[src/rtl/ram_bank_arbiter.sv]
// Two-requester arbiter for a shared two-bank 8-bit RAM: round-robin with a burst
// cap, registered bank command, and tagged read-data return to the issuing requester.
module ram_bank_arbiter #(
  parameter int unsigned ADDR_W   = 8,
  parameter int unsigned HOLD_MAX = 4
) (
  input  logic              clk,
  input  logic              rst_n,
  input  logic              req_a,
  input  logic              req_b,
  input  logic              we_a,
  input  logic              we_b,
  input  logic [ADDR_W-1:0] addr_a,
  input  logic [ADDR_W-1:0] addr_b,
  input  logic [7:0]        wdata_a,
  input  logic [7:0]        wdata_b,
  output logic              gnt_a,
  output logic              gnt_b,
  output logic              rvalid_a,
  output logic              rvalid_b,
  output logic [7:0]        rdata_a,
  output logic [7:0]        rdata_b,
  output logic              ram_en,
  output logic              ram_we,
  output logic              ram_sel,
  output logic [ADDR_W-2:0] ram_addr,
  output logic [7:0]        ram_wdata,
  input  logic [7:0]        ram_rdata_1,
  input  logic [7:0]        ram_rdata_2
);

  localparam int unsigned CNT_W = $clog2(HOLD_MAX + 1);
  localparam logic [CNT_W-1:0] HOLD_CNT = CNT_W'(HOLD_MAX);
  localparam logic [CNT_W-1:0] ONE_CNT  = CNT_W'(1);

  typedef enum logic [1:0] {IDLE, OWN_A, OWN_B} state_t;

  state_t            state, state_nxt;
  logic [CNT_W-1:0]  cnt, cnt_nxt;
  logic              last, last_nxt;   // 0 = A owned last, 1 = B owned last
  logic              grant_a, grant_b;
  logic              xfer;
  logic              cmd_we;
  logic [ADDR_W-1:0] cmd_addr;
  logic [7:0]        cmd_wdata;
  logic              t1_vld, t1_own, t1_bank;
  logic              t2_vld, t2_own, t2_bank;
  logic [7:0]        ret_data;

  // State, burst counter and fairness flag
  always_ff @(posedge clk or negedge rst_n) begin
    if (!rst_n) begin
      state <= IDLE;
      cnt   <= '0;
      last  <= 1'b1;
    end else begin
      state <= state_nxt;
      cnt   <= cnt_nxt;
      last  <= last_nxt;
    end
  end

  // Grant decision; the cap is only consulted while the other side is waiting
  always_comb begin
    state_nxt = state;
    cnt_nxt   = cnt;
    last_nxt  = last;
    grant_a   = 1'b0;
    grant_b   = 1'b0;
    unique case (state)
      IDLE: begin
        if (req_a && (!req_b || last)) begin
          grant_a   = 1'b1;
          state_nxt = OWN_A;
          cnt_nxt   = ONE_CNT;
        end else if (req_b) begin
          grant_b   = 1'b1;
          state_nxt = OWN_B;
          cnt_nxt   = ONE_CNT;
        end
      end
      OWN_A: begin
        if (req_a && (!req_b || cnt < HOLD_CNT)) begin
          grant_a = 1'b1;
          if (cnt != HOLD_CNT) cnt_nxt = cnt + ONE_CNT;
        end else if (req_b) begin
          grant_b   = 1'b1;
          state_nxt = OWN_B;
          cnt_nxt   = ONE_CNT;
          last_nxt  = 1'b0;
        end else begin
          state_nxt = IDLE;
          cnt_nxt   = '0;
          last_nxt  = 1'b0;
        end
      end
      OWN_B: begin
        if (req_b && (!req_a || cnt < HOLD_CNT)) begin
          grant_b = 1'b1;
          if (cnt != HOLD_CNT) cnt_nxt = cnt + ONE_CNT;
        end else if (req_a) begin
          grant_a   = 1'b1;
          state_nxt = OWN_A;
          cnt_nxt   = ONE_CNT;
          last_nxt  = 1'b1;
        end else begin
          state_nxt = IDLE;
          cnt_nxt   = '0;
          last_nxt  = 1'b1;
        end
      end
      default: state_nxt = IDLE;
    endcase
  end

  // Grants are suppressed while reset is asserted
  assign gnt_a = grant_a & rst_n;
  assign gnt_b = grant_b & rst_n;
  assign xfer  = gnt_a | gnt_b;

  assign cmd_we    = gnt_b ? we_b    : we_a;
  assign cmd_addr  = gnt_b ? addr_b  : addr_a;
  assign cmd_wdata = gnt_b ? wdata_b : wdata_a;

  // Registered RAM command; address/data fields hold when idle
  always_ff @(posedge clk or negedge rst_n) begin
    if (!rst_n) begin
      ram_en    <= 1'b0;
      ram_we    <= 1'b0;
      ram_sel   <= 1'b0;
      ram_addr  <= '0;
      ram_wdata <= '0;
    end else begin
      ram_en <= xfer;
      ram_we <= xfer & cmd_we;
      if (xfer) begin
        ram_sel   <= cmd_addr[ADDR_W-1];
        ram_addr  <= cmd_addr[ADDR_W-2:0];
        ram_wdata <= cmd_wdata;
      end
    end
  end

  // Read tag pipeline (valid, owner, bank) aligned with the RAM read latency
  always_ff @(posedge clk or negedge rst_n) begin
    if (!rst_n) begin
      t1_vld  <= 1'b0;
      t1_own  <= 1'b0;
      t1_bank <= 1'b0;
      t2_vld  <= 1'b0;
      t2_own  <= 1'b0;
      t2_bank <= 1'b0;
    end else begin
      t1_vld  <= xfer & ~cmd_we;
      t1_own  <= gnt_b;
      t1_bank <= cmd_addr[ADDR_W-1];
      t2_vld  <= t1_vld;
      t2_own  <= t1_own;
      t2_bank <= t1_bank;
    end
  end

  assign ret_data = t2_bank ? ram_rdata_2 : ram_rdata_1;

  // Steer returning read data to its requester
  always_ff @(posedge clk or negedge rst_n) begin
    if (!rst_n) begin
      rvalid_a <= 1'b0;
      rvalid_b <= 1'b0;
      rdata_a  <= '0;
      rdata_b  <= '0;
    end else begin
      rvalid_a <= t2_vld & ~t2_own;
      rvalid_b <= t2_vld & t2_own;
      if (t2_vld && !t2_own) rdata_a <= ret_data;
      if (t2_vld && t2_own)  rdata_b <= ret_data;
    end
  end

endmodule

[config.mk]
export PLATFORM = sky130hd
export DESIGN_NAME = ram_bank_arbiter
export DESIGN_NICKNAME = d
export VERILOG_FILES = /design/src/rtl/ram_bank_arbiter.sv
export SDC_FILE = /design/constraint.sdc
export NUM_CORES = 1
export LEC_CHECK = 0
export CORE_AREA = 3 3 92 94
export CTS_CLUSTER_DIAMETER = 80
export DETAILED_ROUTE_END_ITERATION = 12
export DIE_AREA = 0 0 95 97
export GPL_ROUTABILITY_DRIVEN = 0
export PLACE_DENSITY = 0.65
export SETUP_SLACK_MARGIN = 0.02
export SYNTH_ARGS = -nofsm -noshare
export SYNTH_HDL_FRONTEND = slang
export SYNTH_SLANG_ARGS = --single-unit
[constraint.sdc]
create_clock -name clk -period 3 [get_ports clk]
set_input_delay 0.45 -clock clk [delete_from_list [all_inputs] [get_ports clk]]
set_output_delay 0.45 -clock clk [all_outputs]
set_load 0.005 [all_outputs]
# Yosys cells after proc, flatten, opt, wreduce, memory -nomap -nowiden

Index checks and enable logic that the tools add are counted.

Bits of input ports: 54
Output and inout port bits: 38
Bits in registers: 48

Muxes and demuxes: 32
Bitwise logic cells: 9
Equality and inequality tests: 6
Add/sub/neg operators: 1
Magnitude comparators: 1
Reduce and logical (&&, ||, !) cells: 17

Operator list:

| kind                                          | count |
|---|---|
| 2-to-1 mux 8 bit                              | 3 |
| 2-to-1 mux 3 bit                              | 5 |
| 2-to-1 mux 1 bit                              | 14 |
| 2-to-1 mux 2 bit                              | 5 |
| case mux 3 bit (3 select lines)               | 1 |
| bitwise AND 1 bit                             | 6 |
| != test 3 bit, second input constant          | 2 |
| case mux 1 bit (3 select lines)               | 2 |
| case mux 2 bit (3 select lines)               | 1 |
| AND reduction 3 bit                           | 2 |
| logical AND 1 bit                             | 5 |
| != test 2 bit, second input constant          | 2 |
| adder 3 x 1 -> 3 bit, second input constant   | 1 |
| zero test 1 bit                               | 3 |
| logical OR 1 bit                              | 3 |
| < comparator 3 bit, second input constant     | 1 |
| nonzero test 3 bit                            | 1 |
| == test 2 x 1 -> 1 bit, second input constant | 1 |
| == test 2 bit, second input constant          | 1 |
| zero test 2 bit                               | 1 |
| inverter 1 bit                                | 2 |
| case mux 1 bit (2 select lines)               | 1 |
| AND reduction 2 bit                           | 1 |
| nonzero test 2 bit                            | 1 |
| bitwise OR 1 bit                              | 1 |

# Logic depth before layout (Yosys ltp)

Gate-level depths: netlist of the first run.

Word-level depth: 9
Gate-level depth with buffers: 9
Depth with buffers taken out: 7

# Least setup slack after synthesis of the first run

No wires, ideal clock.

Kind: flip-flop to flip-flop
From: register state[0]
To: register t1_bank
Path slack: 1.027 ns
Arrival time: 1.848 ns
Library setup time: 0.125 ns
Buffers on the path: 1
Stages on the path, launching flop included: 9
Data required time: 2.875 ns
Cells stage by stage: dfrtp_1 inv_1 ha_1 a21boi_2 o221ai_1 and2_1 buf_6 nor2_1 mux2_2

Longest elaborated chain between the ends: 4
Elaborated cells on any way between the ends: 6
Classes of those cells: 2 x eq/ne; 2 x mux; 1 x bitwise; 1 x reduce/logical

Ends and longest elaborated chain:

| what                                  | RTL line | text |
|---|---|---|
| from (decl)                           | 38       | `state_t state, state_nxt;` |
| from (signal assigned)                | 57       | `state <= state_nxt;` |
| == test 2 bit (tied with other cells) | 70       | `unique case (state)` |
| case mux 1 bit (3 select lines) (*)   | 70       |  |
| bitwise AND 1 bit (*)                 | 118      | `assign gnt_b = grant_b & rst_n;` |
| named net gnt_b                       | 18       | `output logic gnt_b,` |
| 2-to-1 mux 8 bit (*)                  | 122      | `assign cmd_addr = gnt_b ? addr_b : addr_a;` |
| named net cmd_addr[7]                 | 44       | `logic [ADDR_W-1:0] cmd_addr;` |
| to (signal assigned)                  | 156      | `t1_bank <= cmd_addr[ADDR_W-1];` |
| to (decl)                             | 46       | `logic t1_vld, t1_own, t1_bank;` |

Mark *: on every way through the listed nets, which the timed path passes. The rest lies on a longest branch.
A chain may end at the register's enable or synchronous reset.

# Worst setup path in the final report of the first run

From: register state[0]
To: output port gnt_b

Longest elaborated chain between the ends: 3
Elaborated cells on any way between the ends: 5
Classes of those cells: 2 x eq/ne; 1 x mux; 1 x bitwise; 1 x reduce/logical

Ends and longest elaborated chain:

| what                                  | RTL line |
|---|---|
| == test 2 bit (tied with other cells) | 70 |
| case mux 1 bit (3 select lines) (*)   | 70 |
| bitwise AND 1 bit (*)                 | 118 |
| to (decl)                             | 18 |

Mark *: on every way between the ends. The rest lies on a longest branch, timed or not.

==> flow_summary.ini, run 1 <==
[cells_and_area]
final_cells = 401
fin_util_pct = 43.9
n_antenna_cell = 0
finalInstanceArea_mm2 = 0.00340
syn_to_final_growth_pct = 48.5
drive_gt1_share_pct = 11.4
num-nets-final = 359

[worst_setup_path]
critPathKind = register to output pin
rrSetupSlack_ps = 780
ff2ff_path_depth = 9
critPathCaptureType = output pin
crit_path_start_kind = register
arrival_ps = 2330
worstPathRequired_ps = 2550
r2r_end = ram_addr[6]
slowest_stage = clkdlybuf4s50_1
rr_startpoint = state[0]
crit_path_cell_trace = inv_1 > ha_2 > a21boi_2 > o221ai_1 > and2_1 > nor2_2 > clkdlybuf4s50_1
cp-startpoint = state[0]
crit_path_end = gnt_b
path_max_fanout = 7
cp_slowest_stage_delay_ps = 550

[floorplanning]
core_mm2 = 0.00773
pin_count = 92
start_util_pct = 29.6
num_rows = 32
die_y_um = 97
die_x_um = 95
dieArea_mm2 = 0.00922

[logic_synthesis]
synth_top_family_by_area = compound AO/OA/AOI/OAI gates
synth_edf_count = 0
ys.warnings.count = 0
synth_area_mm2 = 0.00229
yosysSeqAreaShare_pct = 52.6
async_flop_share_pct = 100
syn_nets = 267
yosysUniqueCellTypes = 38
synthAdderAreaFrac_pct = 3.83
ys.flop_type = dfrtp_1
synth_mux_area_share_pct = 4.92
synthXorXnorAreaFrac_pct = 0
synth.avg_cell_area_um2 = 11.1
synth-compound-area-share_pct = 23.8
synth-seq-cells = 48
synth-simple-area-share_pct = 10.3
synthCells = 206

[power]
p_leak_nw = 1.40
peakVddDrop_mv = 0.338
total_power_w = 0.00291
powerDensity_mw_per_mm2 = 857

[detailed_routing]
viasPerCell = 4.72
drt_pass1_iterations = 4
ant_nets = 0
vias = 1892
wl_per_cell_um = 14.3
drt_iter0_markers = 49
drc = 0
drt_wl_total_um = 5730

[timing]
tightest_slew_ps = 613
max_freq_mhz = 359
min_period_over_period_pct = 92.7
tns_ps = 0
grt_setup_unrepaired = no
drv_slew = 0
skew_ps = 5.80
min_period_ps = 2780
slew_headroom_pct = 59.1
finalSetupViolCount = 0
hold_viol = 0

[place]
dp_hpwl_um = 4220
io_buffers = 91
dpl_cell_area_mm2 = 0.00330
dp_cells = 393

[clocking]
clk_latency_ps = 300
postCtsHoldBufs = 0
cts_buffers = 5
clk_path_buf_depth = 2
cts_setup_buffers = 0
root_buffer = clkbuf_8
clk_pin_slew_ps = 90
h-tree-depth = 2
cts_sinks = 48
cts_tree = done

[hold_path]
min_path_type = input port to asynchronous set/reset pin

[grt]
grt_pass1_vias = 2000
grt_max_degree = 50
grt_overflow = 0
gr-usage-all-layers_pct = 12.8
grt_pass1_wl_um = 9420
antenna_found_initial = 0

[flow_run]
maxCapViolations = 0

[status]
status = finished, final reports clean
-- state kept, by name, summed over array words and instances (netlist names), 2 cells and up --
register and cells:
ram_wdata 8, rdata_a 8, rdata_b 8, ram_addr 7, cnt 3, state 2
-- power by group --
group | switching (W) | internal (W)
logic | 0.000587 | 0.000860
clock network | 0.000223 | 0.000163
registers | 0.000167 | 0.000910
-- Yosys cell counts, drive strengths merged (3+ instances only) --
cell     instances  area, um2
dfrtp           47       1180
o22ai           17        106
a2bb2oi         16        196
nor2            16       60.1
a21oi           14       81.3
nand2           13       48.8
o21ai           12       60.1
buf              9       58.8
mux2i            9       90.1
ha               7       87.6
inv              7       26.3
clkbuf           5       18.8
nand2b           5       31.3
nand3b           3       22.5
nor2b            3       18.8
-- what timing repair did --
action | in CTS | in global routing
gates resized for setup | 0 | 2
endpoints found under the hold margin | 0 | 0
endpoints found under the setup margin | 0 | 1
-- area by class of cell --
class / instances / area [um2]
clock buffer: 5 / 68.8
inverter: 7 / 26.3
sequential: 48 / 1200
timing repair buffer: 99 / 966
fill: 724 / 4330
multi-input combinational: 137 / 986
clock inverter: 3 / 18.8
tap: 102 / 128
-- critical path: cells and delay by family (launching register included) --
kind / cells / cell delay, ps
compound gates: 2 / 360
flops: 1 / 430
simple gates: 2 / 330
fa+ha+maj: 1 / 250
buf+inv: 2 / 660
-- through the flow --
| stage | hold slack [ps] | setup slack, ps |
|---|---|---|
| after global routing | 342 | 78.5 |
| after detailed placement | 336 | 228 |
| after global placement | 332 | 316 |
| final | 281 | 218 |
| after CTS | 312 | 81.7 |
| after floorplan | 154 | 1030 |
-- cells by family after synthesis --
family,count (synthesis)
compound gates,71
simple gates,48
flops,48
buf+inv,21
mux,11
fa+ha+maj,7
-- layer usage --
| layer | wire length, um | GRT usage, % |
|---|---|---|
| met1 | 2470 | 16.5 |
| met5 | 0 | 0 |
| met2 | 2890 | 21.3 |
| met3 | 299 | 2.95 |
| met4 | 65 | 3.77 |
-- worst min path at each step --
stage	endpoint	slack, ps	cells after the start	start
3_5_place_dp	t2_bank	340	0	t1_bank
3_3_place_gp	t2_own	330	0	t1_own
4_1_cts	rvalid_a	310	2	rst_n
5_1_grt	ram_addr[3]	340	2	rst_n
6_report	ram_addr[1]	280	2	rst_n
2_1_floorplan	cnt[0]	150	0	rst_n
-- cell usage in the layout, fill, tap and decap left out, types with 3 or more instances in the layout --
| cell | synthesis | final |
|---|---|---|
| nor2_1 | 16 | 15 |
| nand3b_1 | 3 | 3 |
| a2bb2oi_2 | 9 | 9 |
| o22ai_1 | 17 | 17 |
| clkbuf_8 | 0 | 5 |
| a21oi_1 | 13 | 13 |
| nand2_1 | 13 | 13 |
| dfrtp_1 | 47 | 47 |
| nor2b_1 | 3 | 3 |
| a2bb2oi_1 | 7 | 7 |
| nand2b_1 | 5 | 5 |
| inv_1 | 7 | 7 |
| ha_1 | 7 | 6 |
| mux2i_1 | 9 | 9 |
| o21ai_0 | 12 | 12 |
| clkdlybuf4s50_1 | 0 | 90 |
| buf_4 | 1 | 8 |
Power figures use the tool's default switching activity.
==> inputs of run 2 (changes only) <==
--- a/config.mk
+++ b/config.mk
@@ -5,11 +5,11 @@
 export SDC_FILE = /design/constraint.sdc
 export NUM_CORES = 1
 export LEC_CHECK = 0
+export CAP_MARGIN = 0
 export CORE_AREA = 3 3 92 94
 export CTS_CLUSTER_DIAMETER = 80
 export DETAILED_ROUTE_END_ITERATION = 12
 export DIE_AREA = 0 0 95 97
-export GPL_ROUTABILITY_DRIVEN = 0
 export PLACE_DENSITY = 0.65
 export SETUP_SLACK_MARGIN = 0.02
 export SYNTH_ARGS = -nofsm -noshare
==> results of run 2 <==
Final layout, timing and power as in run 1 (identical DEF).
==> inputs of run 3 (changes only) <==
==> constraint.sdc (replaced) <==
create_clock -name clk -period 3.3 [get_ports clk]
set_input_delay 0.495 -clock clk [delete_from_list [all_inputs] [get_ports clk]]
set_output_delay 0.495 -clock clk [all_outputs]
set_load 0.005 [all_outputs]
==> run 3 against run 2 <==
Die area did not move. Setup slack improved by 140 ps. Sequential cell count did not move. Core utilization fell by 0.68 points. Global-route usage rose by 0.074 points. Via count fell by 3.4%. Combinational power fell by 12%. Largest power group unchanged.
==> flow_summary.ini, run 3 (synthesis results as in run 1) <==
[detailed_routing]
ant_nets = 0
viasPerCell = 4.63
drt_iter0_markers = 58
drc = 0
drt_wl_total_um = 5590
vias = 1828
drt_pass1_iterations = 4
wl_per_cell_um = 14.2

[worst_setup_path]
slowest_stage = clkdlybuf4s50_1
crit_path_start_kind = register
worstPathRequired_ps = 2800
critPathCaptureType = output pin
cp_slowest_stage_delay_ps = 570
path_buf_inv = 2
worst_path_dominant_cell_family = buffers and inverters
crit_path_cell_trace = inv_1 > ha_1 > a21boi_2 > o221ai_1 > and2_1 > nor2_1 > clkdlybuf4s50_1
critPathKind = register to output pin
path_max_fanout = 7
arrival_ps = 2450

[place]
routabilityCongestion = 0.742
dpl_cell_area_mm2 = 0.00327
dp_hpwl_um = 4140
pre_cts_slack_ps = 346
dp_cells = 388
io_buffers = 91

[cells_and_area]
n_antenna_cell = 0
layout.cells.most_common_list = clkdlybuf4s50_1 (90), dfrtp_1 (47), o22ai_1 (17)
fillers = 767
finalInstanceArea_mm2 = 0.00334
drive_gt1_share_pct = 8.53
final_common_cell = clkdlybuf4s50_1
num-nets-final = 354
reg_top3 = ram_wdata x8, rdata_a x8, rdata_b x8
final_cells = 395
syn_to_final_growth_pct = 46.2

[timing]
min_period_ps = 2950
finalSetupViolCount = 0
tightest_slew_ps = 707
max_freq_mhz = 339
skew_ps = 4.64
worst_slack_ps = 354
slew_headroom_pct = 52.7
drv_slew = 0
hold_viol = 0
grt_setup_unrepaired = no
min_period_over_period_pct = 89.3
tns_ps = 0

[clocking]
cts_tree = done
cts_setup_buffers = 0
cts_buffers = 5
clk_path_buf_depth = 2
h-tree-depth = 2
root_buffer = clkbuf_8
cts_resized = 0
clk_latency_ps = 290
cts_sinks = 48
clk_pin_slew_ps = 80
postCtsHoldBufs = 0

[floorplanning]
die_y_um = 97
die_x_um = 95
num_rows = 32
dieArea_mm2 = 0.00922
start_util_pct = 29.6
pin_count = 92
core_mm2 = 0.00773

[grt]
gr-usage-all-layers_pct = 12.9
grt_pass1_vias = 1922
antenna_found_initial = 0
grt_max_degree = 50
grt_pass1_wl_um = 9480
grt_overflow = 0

[flow_run]
maxCapViolations = 0

[status]
status = finished, final reports clean

[power]
p_leak_nw = 1.37
internal_power_w = 0.00173
peakVddDrop_mv = 0.266
netSwitchingFraction_pct = 33.0
powerDensity_mw_per_mm2 = 773
combPwrFrac_pct = 49.5
p_clk_share_pct = 12.5
p_switching_w = 0.000854
pwr-share-seq_pct = 38.0

[hold_path]
min_path_type = input port to asynchronous set/reset pin
run 3: cell count changes in the layout (fill, tap and decap cells not counted), sizes merged:
| cell | change |
|---|---|
| clkbuf | +1 |
| buf | -5 |
| clkinv | -2 |
run 3: worst paths after layout:
kind,end,slack [ps],startpoint,cells past startpoint
max,gnt_b,350,state[0],7
min,ram_addr[0],340,rst_n,2
max reg2reg,ram_addr[6],860,state[0],8
min reg2reg,t2_bank,360,t1_bank,0
max in group asynchronous,state[0],2580,rst_n,2
min in group clk,t2_bank,360,t1_bank,0
run 3: per-layer routing:
metal,routed length [um],GRT usage (%),vias to the layer above
li1,-,-,916
met1,2520,17.0,861
met2,2750,21.0,49
met3,291,3.11,2
met4,36,3.33,0
met5,0,0,-
run 3: power groups by stage:
| stage | clock (W) | combinational, W | sequential, W |
|---|---|---|---|
| global route | 0.000360 | 0.00143 | 0.00102 |
| finish | 0.000323 | 0.00128 | 0.000982 |
| floorplan | 0 | 0.000718 | 0.000982 |
| global placement | 0 | 0.00128 | 0.000988 |
| CTS | 0.000347 | 0.00130 | 0.000986 |
| detailed placement | 0 | 0.00130 | 0.000996 |
run 3: layout make-up:
type | instances | area [um2] | area share [%]
Clock buffer | 6 | 72.6 | 2.17
Clock inverter | 1 | 5.00 | 0.150
Inverter | 7 | 26.3 | 0.786
Multi-Input combinational cell | 137 | 981 | 29.3
Sequential cell | 48 | 1200 | 36.0
Tap cell | 102 | 128 | 3.82
Timing Repair Buffer | 94 | 928 | 27.8
run 3: per-stage QoR:
step                      utilization [%]  total power [W]  hold slack, ps
after floorplan                         -          0.00170             199
after global placement               42.3          0.00226             334
after detailed placement             42.3          0.00229             337
after CTS                            43.3          0.00264             353
after global routing                 43.3          0.00281             367
final                                43.3          0.00258             335
